==> config.mk <==
export PLATFORM = sky130hd
export DESIGN_NAME = moving_average_flat
export DESIGN_NICKNAME = d
export VERILOG_FILES = /design/src/rtl/moving_average_pkg.sv /design/src/rtl/moving_average_if.sv /design/src/rtl/moving_average_history.sv /design/src/rtl/moving_average.sv /design/src/flat_wrapper.sv
export SDC_FILE = /design/constraint.sdc
export NUM_CORES = 1
export LEC_CHECK = 0
export BUFFER_PORTS_ARGS = -buffer_cell sky130_fd_sc_hd__buf_2
export CORE_UTILIZATION = 58
export CTS_CLUSTER_DIAMETER = 120
export DETAILED_ROUTE_END_ITERATION = 10
export PLACE_DENSITY = 0.76
export RECOVER_POWER = 25
export SYNTH_ARGS = -nofsm -noshare
export SYNTH_HDL_FRONTEND = slang
export SYNTH_SLANG_ARGS = --single-unit
==> constraint.sdc <==
create_clock -name clk -period 4.16 [get_ports clk]
set_input_delay 0.624 -clock clk [delete_from_list [all_inputs] [get_ports clk]]
set_output_delay 0.624 -clock clk [all_outputs]
set_load 0.01 [all_outputs]
==> src/rtl/moving_average_pkg.sv <==
// Shared sizing helpers for the moving_average block and its history buffer.
package moving_average_pkg;

  // Window length in samples for a given log2 length.
  function automatic int unsigned ma_len(input int unsigned log2_len);
    return 32'd1 << log2_len;
  endfunction

  // Running-sum width: wide enough for LEN full-scale samples.
  function automatic int unsigned ma_sum_w(input int unsigned n, input int unsigned log2_len);
    return n + log2_len;
  endfunction

  // Next write pointer, wrapping modulo the window length.
  function automatic int unsigned ptr_next(input int unsigned ptr, input int unsigned log2_len);
    return (ptr + 32'd1) & (ma_len(log2_len) - 32'd1);
  endfunction

endpackage

==> src/rtl/moving_average_if.sv <==
// Sample-in / average-out bus for moving_average.
interface moving_average_if #(
  parameter int unsigned N        = 5,
  parameter int unsigned LOG2_LEN = 2
);
  logic                    ce;
  logic                    clr;
  logic [N-1:0]            idata;
  logic [N+LOG2_LEN-1:0]   osum;
  logic [N-1:0]            odata;
  logic                    ovalid;
  logic                    ofull;

  modport master (
    output ce, clr, idata,
    input  osum, odata, ovalid, ofull
  );

  modport slave (
    input  ce, clr, idata,
    output osum, odata, ovalid, ofull
  );
endinterface

==> src/rtl/moving_average_history.sv <==
// Circular LEN x N sample history; presents the entry about to be overwritten.
module ma_history
  import moving_average_pkg::*;
#(
  parameter int unsigned N        = 5,
  parameter int unsigned LOG2_LEN = 2
) (
  input  logic         clk,
  input  logic         rst_n,
  input  logic         we_i,
  input  logic         clr_i,
  input  logic [N-1:0] wdata_i,
  output logic [N-1:0] old_o
);
  localparam int unsigned LEN = ma_len(LOG2_LEN);

  logic [N-1:0]          hist_q [LEN];
  logic [LOG2_LEN-1:0]   wptr_q;
  logic [LOG2_LEN-1:0]   wptr_d;

  // Read-before-write: old_o is the entry the current write will replace.
  assign old_o = hist_q[wptr_q];

  // Pointer advance with natural wrap.
  always_comb begin
    wptr_d = LOG2_LEN'(ptr_next(32'(wptr_q), LOG2_LEN));
  end

  // History entries and write pointer; clear wins over write.
  always_ff @(posedge clk or negedge rst_n) begin
    if (!rst_n) begin
      for (int unsigned i = 0; i < LEN; i++) hist_q[i] <= '0;
      wptr_q <= '0;
    end else if (clr_i) begin
      for (int unsigned i = 0; i < LEN; i++) hist_q[i] <= '0;
      wptr_q <= '0;
    end else if (we_i) begin
      hist_q[wptr_q] <= wdata_i;
      wptr_q         <= wptr_d;
    end
  end

endmodule

==> src/rtl/moving_average.sv <==
// Boxcar moving average: running sum of the last LEN samples and its floor average.
module moving_average
  import moving_average_pkg::*;
#(
  parameter int unsigned N        = 5,
  parameter int unsigned LOG2_LEN = 2
) (
  input  logic               clk,
  input  logic               rst_n,
  moving_average_if.slave    bus
);
  localparam int unsigned     LEN      = ma_len(LOG2_LEN);
  localparam int unsigned     SUM_W    = ma_sum_w(N, LOG2_LEN);
  localparam logic [LOG2_LEN:0] FILL_MAX = (LOG2_LEN+1)'(LEN);
  localparam logic [LOG2_LEN:0] FILL_ONE = (LOG2_LEN+1)'(1);

  logic               accept;
  logic [N-1:0]       old;
  logic [SUM_W-1:0]   sum_q,   sum_d;
  logic [N-1:0]       odata_q, odata_d;
  logic [LOG2_LEN:0]  fill_q,  fill_d;
  logic               ofull_q, ofull_d;
  logic               ovalid_q;

  assign accept = bus.ce & ~bus.clr;

  ma_history #(
    .N        (N),
    .LOG2_LEN (LOG2_LEN)
  ) u_hist (
    .clk     (clk),
    .rst_n   (rst_n),
    .we_i    (accept),
    .clr_i   (bus.clr),
    .wdata_i (bus.idata),
    .old_o   (old)
  );

  // Next sum adds the new sample and drops the evicted one; the difference
  // never goes negative because old is already part of sum_q.
  always_comb begin
    sum_d   = sum_q + SUM_W'(bus.idata) - SUM_W'(old);
    odata_d = sum_d[SUM_W-1:LOG2_LEN];
    fill_d  = (fill_q == FILL_MAX) ? fill_q : fill_q + FILL_ONE;
    ofull_d = ofull_q | (fill_d == FILL_MAX);
  end

  // Sum, fill count and output registers; clr has priority over ce.
  always_ff @(posedge clk or negedge rst_n) begin
    if (!rst_n) begin
      sum_q    <= '0;
      odata_q  <= '0;
      fill_q   <= '0;
      ofull_q  <= 1'b0;
      ovalid_q <= 1'b0;
    end else if (bus.clr) begin
      sum_q    <= '0;
      odata_q  <= '0;
      fill_q   <= '0;
      ofull_q  <= 1'b0;
      ovalid_q <= 1'b0;
    end else if (bus.ce) begin
      sum_q    <= sum_d;
      odata_q  <= odata_d;
      fill_q   <= fill_d;
      ofull_q  <= ofull_d;
      ovalid_q <= 1'b1;
    end else begin
      ovalid_q <= 1'b0;
    end
  end

  assign bus.osum   = sum_q;
  assign bus.odata  = odata_q;
  assign bus.ovalid = ovalid_q;
  assign bus.ofull  = ofull_q;

endmodule

==> src/flat_wrapper.sv <==
// flat-port wrapper written by rule: the top's interface ports become plain ports
module moving_average_flat import moving_average_pkg::*;
#(
  parameter int unsigned N        = 5,
  parameter int unsigned LOG2_LEN = 2
)
  (clk, rst_n, bus_ce, bus_clr, bus_idata, bus_osum, bus_odata, bus_ovalid, bus_ofull);
  moving_average_if #(.N(N), .LOG2_LEN(LOG2_LEN)) bus_i ();
  input  logic clk;
  input  logic rst_n;
  input wire logic [$bits(bus_i.ce)-1:0] bus_ce;
  input wire logic [$bits(bus_i.clr)-1:0] bus_clr;
  input wire logic [$bits(bus_i.idata)-1:0] bus_idata;
  output wire logic [$bits(bus_i.osum)-1:0] bus_osum;
  output wire logic [$bits(bus_i.odata)-1:0] bus_odata;
  output wire logic [$bits(bus_i.ovalid)-1:0] bus_ovalid;
  output wire logic [$bits(bus_i.ofull)-1:0] bus_ofull;
  assign bus_i.ce = bus_ce;
  assign bus_i.clr = bus_clr;
  assign bus_i.idata = bus_idata;
  assign bus_osum = bus_i.osum;
  assign bus_odata = bus_i.odata;
  assign bus_ovalid = bus_i.ovalid;
  assign bus_ofull = bus_i.ofull;
  moving_average #(.N(N), .LOG2_LEN(LOG2_LEN)) u_core (.clk(clk), .rst_n(rst_n), .bus(bus_i));
endmodule
After elaboration in Yosys (flattened, before gate mapping). Cells that the tools add are included. Widths: inputs -> output; s select.

$add $sub $neg: 4. Order comparisons: 2. Equal/unequal tests: 2. Mux-type cells: 21. Bitwise operators: 4. Reductions and logical operators: 3.

Operators with widths (number): $mux 20 (2); $mux 5 (5); $bwmux 20 (1); $mux 7 (2); $bmux 5 s2 (1); $demux 5 s2 (1); $mux 3 (3); $add 7x5->7 (1); $sub 7x5->7 (1); $eq 3x3->1 const B (2); $mux 1 (4); $mux 2 (2); $reduce_bool 2->1 (2); $add 3x1->3 const B (1); $ge 3x3->1 const B (1); $lt 3x1->1 const B (1); $not 2->3 (1); $add 2x1->2 const B (1); $and 1x1->1 (1); $logic_and 1x1->1 (1); $not 1->1 (1); $or 1x1->1 (1).

Bits in registers: 39. Input bits: 9. Output and inout port bits: 14. Word-level logic and storage cells: 46.

Longest topological paths before layout. Gate-level depths: netlist of run 1.

Depth in word-level cells: 8. Depth in mapped cells: 12. Gate-level depth less buffers: 11.

Modules after synthesis. Synthesis of run 1 repeated with hierarchy kept, for this count alone.

Cell total of the unflattened synthesis: 217. Area total of the unflattened synthesis: 2208.4 um2.

By module, submodules not included: ma_history (instances 1, cells each 110, area an instance 1232.4 um2, sequential area each 550.5 um2); moving_average (instances 1, cells each 107, area an instance 975.9 um2, sequential area each 300.3 um2).

Worst setup path after synthesis of run 1. OpenSTA, ideal clock, no wires.

Path type: register -> register. Start: register u_core.u_hist.wptr_q[0]. End: register u_core.sum_q[6] (netlist: u_core.bus.osum[6]). Setup time: 0.125 ns. Data arrival time: 2.929 ns. Data required time: 4.035 ns. Path slack: 1.106 ns. Stages on the path, launching flop included: 10. Path buffers: 1. Period minus slack after synthesis: 3.054 ns. Cell sequence: dfrtp_1 -> buf_2 -> mux4_2 -> fa_1 -> fa_1 -> nor2b_2 -> o2111ai_1 -> and3_1 -> o21a_1 -> mux2_4.

Longest elaborated chain between the ends: 7.

Ends and longest elaborated chain: start: declaration (line moving_average_history.sv:18) `logic [LOG2_LEN-1:0] wptr_q;`; start signal: assignment (line moving_average_history.sv:39) `wptr_q <= wptr_d;`; $not 2->3 (not written as such) (line moving_average_history.sv:22) `assign old_o = hist_q[wptr_q];`; $bmux 5 s2 (line moving_average_history.sv:22); $mux 5 (not written as such) (2 in a row) (line moving_average_history.sv:22); $sub 7x5->7 (line moving_average.sv:42) `sum_d = sum_q + SUM_W'(bus.idata) - SUM_W'(old);`; $mux 7 (line moving_average.sv:62) `end else if (bus.ce) begin`; $mux 7 (line moving_average.sv:56) `end else if (bus.clr) begin`; end signal: assignment (line moving_average.sv:63) `sum_q <= sum_d;`; end: declaration (line moving_average.sv:19) `logic [SUM_W-1:0] sum_q, sum_d;`.

No other way between the ends. The select of a mux whose other input is x is not followed. A chain may end at the register's enable or synchronous reset.

Worst setup path after layout of run 1. Same ends and word-level chain as after synthesis.

==> metrics.cfg, run 1 <==
[power_and_ir_drop]
p_total_mw = 1.04
max-vdd-ir-drop_mv = 0.241
leakage_nw = 1.06
p_per_area_nw_per_um2 = 473

[clocking]
hold_buffers = 0
cts_resized = 0
clkTransAtPathRegs_ps = 100
clk_latency_ps = 340
cts_buffers = 5
cts_max_path_buffers = 2
cts_root_buffer = clkbuf_4
cts_tree = built
cts.sinks = 34
cts_htree_levels = 2
post_cts_buffers = 0

[yosys]
avgSynthCellArea_um2 = 9.46
synth_cell_types = 32
synthDominantCellAreaShare_pct = 41.6
yosys_warnings = 0
synth_top_flop_cell = dfrtp_1
synthArstFlopShare_pct = 100
seq_area_frac_synth_pct = 41.6
yosysMostFrequentCell = dfrtp_1
syn_inst = 216
syn_nets = 243
yosys-top-cells-area = dfrtp_1 42%, ha_1 8.0%, a21oi_1 5.9%, mux4_2 5.5%, inv_1 5.0%
ys_seq_elements = 34
synth_area_leader_cell = dfrtp_1
synth.top_cells.by_count = 34 x dfrtp_1, 27 x inv_1, 27 x nand2_1, 24 x a21oi_1, 20 x nand3_1
netlist_area_um2 = 2040
synth-edff-count = 0

[place]
dp_slack_ps = 945
post_dp_cell_area_um2 = 2130
dp_hpwl_um = 2810
io_buffers = 22
placed_cells = 269
routabilityCongestion = 0.833

[timing]
max_freq_mhz = 307
setup-violations-final = 0
max_slew_margin_pct = -19.4
rsz0062_at_grt = false
drv_slew = 35
setup_tns_ps = 0
final.setup.worst_slack_ps = 902
tightest_slew_ps = 1790
post-route-period-util_pct = 78.3
finalHoldViolCount = 0
fin_crit_ps = 3260
fin_skew_ps = 15.8

[worst_hold_path]
whs_path_depth = 2
min_to = u_core.u_hist.hist_q[15]
holdCritPathClass = reg -> reg
hp-start = u_core.u_hist.hist_q[15]

[worst_setup_path]
worstPathMaxFanout = 9
reg2reg_from = u_core.u_hist.wptr_q[0]
worst_ep_arrival_time_ps = 3480
r2r_end = u_core.bus.osum[6]
worstRegToRegCells = 8
critical_path_class = reg -> reg
slowest_delay_ps = 620
critPathLaunchType = register
worst-r2r-setup-slack_ps = 900
path_cells = mux4_2 > fa_1 > fa_1 > nor2b_2 > o2111ai_1 > and3_1 > o21a_1 > mux2_4
cp.required_ps = 4380
slowest_stage = dfrtp_1
cp_common_cell = fa_1
critPathCaptureType = register

[final_layout]
stdcell_area_um2 = 2190
final_cells = 277
drive_gt1_share_pct = 15.2
nNetsFinal = 257
diodes = 0
fillers = 292
area_growth_pct = 7.29

[floorplanning]
die_area_um2 = 3760
die_w_um = 61.4
fp.dieH_um = 61.4
row_count = 21
start_util_pct = 60.8
core_um2 = 3360
io-pin-count = 23

[global_route]
grt_pass1_vias = 1320
grt_overflow = 0
grt_pass1_wl_um = 6240
antenna_found_initial = 0
grt_max_degree = 41
grt.total_usage_pct = 23.7

[routing]
top_layer = met4
antenna_left = 0
wl_met2_um = 1880
num_vias = 1510
drt-vias-per-instance = 5.45
drtIter0Drc = 77
wl_met1_um = 1830
finalWirelength_um = 3920
wl_met3_um = 142
route.detailed.drc = 0
drt-pass1-iter-count = 4
wl_per_cell_um = 14.2

[run_status]
status = finished with violations
violations = capacitance limit, slew limit

[job]
cap_violations = 1

[kinds of logic after synthesis]
kind of cell    synth area share [%]
simple gates                    15.2
compound gates                  10.8
mux                             8.21
buf+inv                         8.76
flops                           41.6
xor+xnor                        2.57
fa+ha+maj                       12.9
[state kept, by name (all words and copies together) (netlist names)]
register,count
u_core.fill_q,3
u_core.bus.ofull,1
u_core.bus.ovalid,1
u_core.bus.odata,4
u_core.u_hist.hist_q,20
u_core.bus.osum,3
u_core.u_hist.wptr_q,2
[power breakdown]
part,switching [mW],total (mW),internal (mW)
clock network,0.111,0.193,0.0819
registers,0.0334,0.399,0.366
logic,0.237,0.444,0.208
[worst max-delay path by stage]
stage,start,endpoint,slack [ps],cells after the start
after floorplan,u_core.u_hist.wptr_q[0],u_core.bus.osum[6],1110,9
after global placement,u_core.u_hist.wptr_q[0],u_core.bus.osum[6],970,8
after detailed placement,u_core.u_hist.wptr_q[0],u_core.bus.osum[6],940,8
after CTS,u_core.u_hist.wptr_q[0],u_core.bus.osum[6],910,8
after global routing,u_core.u_hist.wptr_q[0],u_core.bus.osum[6],780,11
final,u_core.u_hist.wptr_q[0],u_core.bus.osum[6],900,8
[area by class of cell]
type,instances,area (µm²),area share [%]
Multi-Input combinational cell,140,1010,46.2
Clock inverter,1,5.00,0.228
Inverter,27,101,4.62
Timing Repair Buffer,22,109,4.97
Sequential cell,34,851,38.8
Clock buffer,7,55.1,2.51
Tap cell,46,57.6,2.63
[cell usage in the layout (no fill, tap or decap), types with 5 or more instances in the layout]
cell type  netlist  layout
mux4_2           5       5
buf_2            2      21
dfrtp_1         34      34
fa_1             5       5
nor2_1           9       9
nand2_1         27      27
xnor2_1          6       6
clkbuf_4         0       5
nand3_1         20      20
inv_1           27      27
a21oi_1         24      24
ha_1            13      13
[metrics by stage]
stage	hold WS [ps]	utilization (%)
4_1_cts	355	65.2
2_1_floorplan	328	-
3_3_place_gp	468	63.4
3_5_place_dp	517	63.4
5_1_grt	547	65.2
6_report	531	65.2
[metal layers]
layer | GRT usage (%) | up-vias
li1 | - | 740
met1 | 33.2 | 728
met2 | 35.4 | 35
met3 | 6.30 | 7
met4 | 9.21 | 0
met5 | 0 | -
[critical path, delay by kind of cell, from the launching register on]
kind	cells	cell delay, ps
adders and majority gates	2	990
AOI/OAI and AO/OA	2	320
and+or+nand+nor	2	350
muxes	2	860
DFF	1	620
No activity file was read; power rests on OpenSTA's default activity.
==> run 2, diff against run 1 <==
==> constraint.sdc (replaced) <==
create_clock -name clk -period 3.4 [get_ports clk]
set_input_delay 0.51 -clock clk [delete_from_list [all_inputs] [get_ports clk]]
set_output_delay 0.51 -clock clk [all_outputs]
set_load 0.01 [all_outputs]
==> metrics.cfg, run 2 (synthesis results as in run 1) <==
[power_and_ir_drop]
p_seq_share_pct = 38.6
clockPowerShare_pct = 18.8
netSwitchingFraction_pct = 36.7
max-vdd-ir-drop_mv = 0.284
netSwitchingPower_mw = 0.464
comb_power_share_pct = 42.6
p_int_mw = 0.801
p_per_area_nw_per_um2 = 577
leakage_nw = 1.06

[run_status]
status = finished with violations
violations = capacitance limit, slew limit

[timing]
finalHoldViolCount = 0
max_freq_mhz = 309
setup-violations-final = 0
drv_slew = 35
fin_crit_ps = 3240
post-route-period-util_pct = 95.3
max_slew_margin_pct = -19.7
tightest_slew_ps = 1800
setup_tns_ps = 0
fin_skew_ps = 12.7
rsz0062_at_grt = false

[final_layout]
area_growth_pct = 7.29
final_common_cell = dfrtp_1
mostFrequentLayoutCells = 34 x dfrtp_1, 27 x inv_1, 27 x nand2_1, 24 x a21oi_1, 21 x buf_2
nNetsFinal = 257
diodes = 0
largest_register_ffs = 20
stdcell_area_um2 = 2190
largest-register = u_core.u_hist.hist_q
drive_gt1_share_pct = 15.2

[clocking]
cts_tree = built
cts_buffers = 5
clk_latency_ps = 340
hold_buffers = 0
cts_resized = 0
clkTransAtPathRegs_ps = 100
cts_root_buffer = clkbuf_4
cts_htree_levels = 2
post_cts_buffers = 0
cts.sinks = 34
cts_max_path_buffers = 2

[place]
routabilityCongestion = 0.802
io_buffers = 22
dp_hpwl_um = 2820
post_dp_cell_area_um2 = 2130

[worst_hold_path]
holdCritPathClass = in -> reg

[floorplanning]
io-pin-count = 23
core_um2 = 3360
fp.dieH_um = 61.4
start_util_pct = 60.8
die_w_um = 61.4
row_count = 21
die_area_um2 = 3760

[global_route]
grt.total_usage_pct = 24.3
antenna_found_initial = 0
grt_overflow = 0
grt_pass1_vias = 1414
grt_pass1_wl_um = 6500
grt_max_degree = 41

[routing]
num_vias = 1513
route.detailed.drc = 0
finalWirelength_um = 3890
wl_per_cell_um = 14.0
antenna_left = 0
drt-pass1-iter-count = 4
drtIter0Drc = 60
drt-vias-per-instance = 5.46

[worst_setup_path]
r2r_end = u_core.bus.osum[6]
worstPathMaxFanout = 9
critPathCaptureType = register
critical_path_class = reg -> reg
slowest_delay_ps = 620
cp_common_cell = fa_1
reg2reg_from = u_core.u_hist.wptr_q[0]
path_cells = mux4_2 > fa_1 > fa_1 > nor2b_2 > o2111ai_1 > and3_1 > o21a_1 > mux2_4
worst-r2r-setup-slack_ps = 160
crit_path_end = u_core.bus.osum[6]
worstRegToRegCells = 8
slowest_stage = dfrtp_1
critPathLaunch = u_core.u_hist.wptr_q[0]
cp.required_ps = 3630
worst_ep_arrival_time_ps = 3470
critPathLaunchType = register

[job]
cap_violations = 1

run 2: area by class of cell:
| type | count | area (µm²) |
|---|---|---|
| tap | 46 | 57.6 |
| clock buffer | 7 | 55.1 |
| clock inverter | 1 | 5.00 |
| fill | 302 | 1170 |
| inverter | 27 | 101 |
| timing repair buffer | 22 | 109 |
| sequential | 34 | 851 |
| multi-input combinational | 140 | 1010 |
run 2: per-stage QoR:
stage	worst slack [ps]	total power [mW]	hold slack, ps	utilization, %	instances
after floorplan	346	0.934	214	-	216
after global placement	210	1.03	470	63.4	269
after detailed placement	166	1.04	483	63.4	269
after CTS	129	1.28	251	65.2	277
after global routing	15.7	1.37	449	65.2	277
final	160	1.26	459	65.2	277
run 2: worst min-delay path by stage:
stage,start,endpoint,cells past startpoint
after floorplan,rst_n,u_core.bus.odata[0],0
after global placement,u_core.bus.ofull,u_core.bus.ofull,2
after detailed placement,u_core.bus.ofull,u_core.bus.ofull,2
after CTS,rst_n,u_core.bus.ovalid,1
after global routing,bus_idata[1],u_core.u_hist.hist_q[1],3
final,bus_idata[4],u_core.u_hist.hist_q[19],3
run 2: power by group through the flow:
stage                     logic [mW]  clock network (mW)  registers, mW
final                          0.539               0.238          0.488
after global routing           0.611               0.257          0.499
after CTS                      0.547               0.241          0.489
after detailed placement       0.546                   0          0.497
after global placement         0.539                   0          0.495
after floorplan                0.434                   0          0.500
run 2: metal layers:
| layer | global-route usage (%) | vias to the layer above | routed length [µm] |
|---|---|---|---|
| met5 | 0 | - | 0 |
| met4 | 8.89 | 0 | 77 |
| met3 | 5.67 | 8 | 130 |
| met2 | 39.4 | 26 | 1850 |
| met1 | 32.1 | 735 | 1830 |
| li1 | - | 744 | - |
run 2: worst max-delay path, delay by kind of cell (launching register included):
| family | cells | cell delay [ps] |
|---|---|---|
| AND/OR/NAND/NOR | 2 | 350 |
| adder cells (fa/ha/maj) | 2 | 980 |
| multiplexers | 2 | 860 |
| flip-flops | 1 | 620 |
| AO/OA/AOI/OAI | 2 | 320 |
==> run 3, diff against run 2 <==
--- a/config.mk
+++ b/config.mk
@@ -6,10 +6,12 @@
 export NUM_CORES = 1
 export LEC_CHECK = 0
 export BUFFER_PORTS_ARGS = -buffer_cell sky130_fd_sc_hd__buf_2
-export CORE_UTILIZATION = 58
+export CAP_MARGIN = 20
+export CORE_ASPECT_RATIO = 1.25
+export CORE_UTILIZATION = 62
 export CTS_CLUSTER_DIAMETER = 120
 export DETAILED_ROUTE_END_ITERATION = 10
-export PLACE_DENSITY = 0.76
+export PLACE_DENSITY = 0.81
 export RECOVER_POWER = 25
 export SYNTH_ARGS = -nofsm -noshare
 export SYNTH_HDL_FRONTEND = slang
==> constraint.sdc (replaced) <==
create_clock -name clk -period 4.06 [get_ports clk]
set_input_delay 0.609 -clock clk [delete_from_list [all_inputs] [get_ports clk]]
set_output_delay 0.609 -clock clk [all_outputs]
set_load 0.01 [all_outputs]
==> metrics.cfg, run 3 (synthesis results as in run 1) <==
[worst_setup_path]
cp.required_ps = 4310
critPathLaunch = u_core.u_hist.wptr_q[0]
critical_path_class = reg -> reg
critPathCaptureType = register
worst_ep_arrival_time_ps = 3570
worstPathMaxFanout = 9
critPathLaunchType = register
reg2reg_from = u_core.u_hist.wptr_q[0]

[timing]
post-route-period-util_pct = 81.7
max_freq_mhz = 301
final.setup.worst_slack_ps = 743
rsz0062_at_grt = false
max_slew_margin_pct = -23.0
setup_tns_ps = 0
finalHoldViolCount = 0
drv_slew = 35
fin_skew_ps = 7.74
setup-violations-final = 0
worst_hold_slack_ps = 530
tightest_slew_ps = 1850
fin_crit_ps = 3320

[final_layout]
drive_gt1_share_pct = 15.2
area_growth_pct = 6.67
mostFrequentLayoutCells = 34 x dfrtp_1, 27 x inv_1, 27 x nand2_1, 24 x a21oi_1, 21 x buf_2
nNetsFinal = 257
diodes = 0
largest_register_ffs = 20
stdcell_area_um2 = 2180
final_common_cell = dfrtp_1
final_cells = 267
largest-register = u_core.u_hist.hist_q

[place]
routabilityCongestion = 0.795
dp_slack_ps = 785
dp_hpwl_um = 3170
post_dp_cell_area_um2 = 2120
placed_cells = 259
io_buffers = 22

[power_and_ir_drop]
netSwitchingPower_mw = 0.411
clockPowerShare_pct = 18.4
p_seq_share_pct = 37.8
leakage_nw = 1.06
p_int_mw = 0.674
netSwitchingFraction_pct = 37.9
comb_power_share_pct = 43.8
p_per_area_nw_per_um2 = 498
max-vdd-ir-drop_mv = 0.377

[routing]
drtIter0Drc = 63
wl_per_cell_um = 16.2
antenna_left = 0
num_vias = 1571
finalWirelength_um = 4320
route.detailed.drc = 0
drt-vias-per-instance = 5.88
drt-pass1-iter-count = 4

[clocking]
cts_max_path_buffers = 2
cts_resized = 0
clkTransAtPathRegs_ps = 110
cts_buffers = 5
clk_latency_ps = 350
hold_buffers = 0
cts_htree_levels = 2
cts_root_buffer = clkbuf_4
post_cts_buffers = 0
cts_tree = built
cts.sinks = 34

[floorplanning]
start_util_pct = 67.5
core_um2 = 3030
row_count = 22
die_w_um = 53.3
fp.dieH_um = 66.2
die_area_um2 = 3530
io-pin-count = 23

[global_route]
grt_overflow = 0
grt_max_degree = 41
grt_pass1_vias = 1670
grt_pass1_wl_um = 7310
grt.total_usage_pct = 29.9
antenna_found_initial = 0

[job]
cap_violations = 1

[worst_hold_path]
hp-start = u_core.bus.ofull
holdCritPathClass = reg -> reg

[run_status]
status = finished with violations
violations = capacitance limit, slew limit

## run 3: layer usage
layer  routed length [µm]  track usage (%)  vias up
li1                     -                -      742
met1                 1600             30.6      782
met2                 2480             54.5       37
met3                  136             7.59       10
met4                  104             14.1        0
met5                    0                0        -
## run 3: cell type report
class,count,area [µm²]
multi-input combinational,140,1010
sequential,34,851
fill,225,848
timing repair buffer,22,109
inverter,27,101
clock buffer,7,55.1
tap,36,45.0
clock inverter,1,5.00
## run 3: worst paths after layout
kind                                                 to  depth (start not counted)  slack, ps
worst min-delay path                   u_core.bus.ofull                          2        530
min in group asynchronous           u_core.bus.odata[1]                          1        750
max in group asynchronous       u_core.u_hist.hist_q[3]                          1       2260
worst max register to register       u_core.bus.osum[6]                          8        740
worst max-delay path                 u_core.bus.osum[6]                          8        740
worst min register to register         u_core.bus.ofull                          2        530
## run 3: power by group through the flow
stage	sequential [mW]	combinational, mW	clock (mW)
floorplan	0.419	0.363	0
global placement	0.413	0.445	0
detailed placement	0.417	0.475	0
CTS	0.411	0.476	0.201
global route	0.418	0.530	0.220
finish	0.410	0.475	0.200
## run 3: per-stage QoR
step / total power [mW] / utilization (%)
global route: 1.17 / 72.0
finish: 1.09 / 72.0
CTS: 1.09 / 72.0
floorplan: 0.782 / -
global placement: 0.858 / 70.0
detailed placement: 0.891 / 70.0
## run 3: worst max-delay path, stage by stage, from the launching register on
cell	delay, ps
dfrtp_1	640
mux4_2	570
fa_1	490
fa_1	490
nor2b_2	160
o2111ai_1	140
and3_1	210
o21a_1	200
mux2_4	300
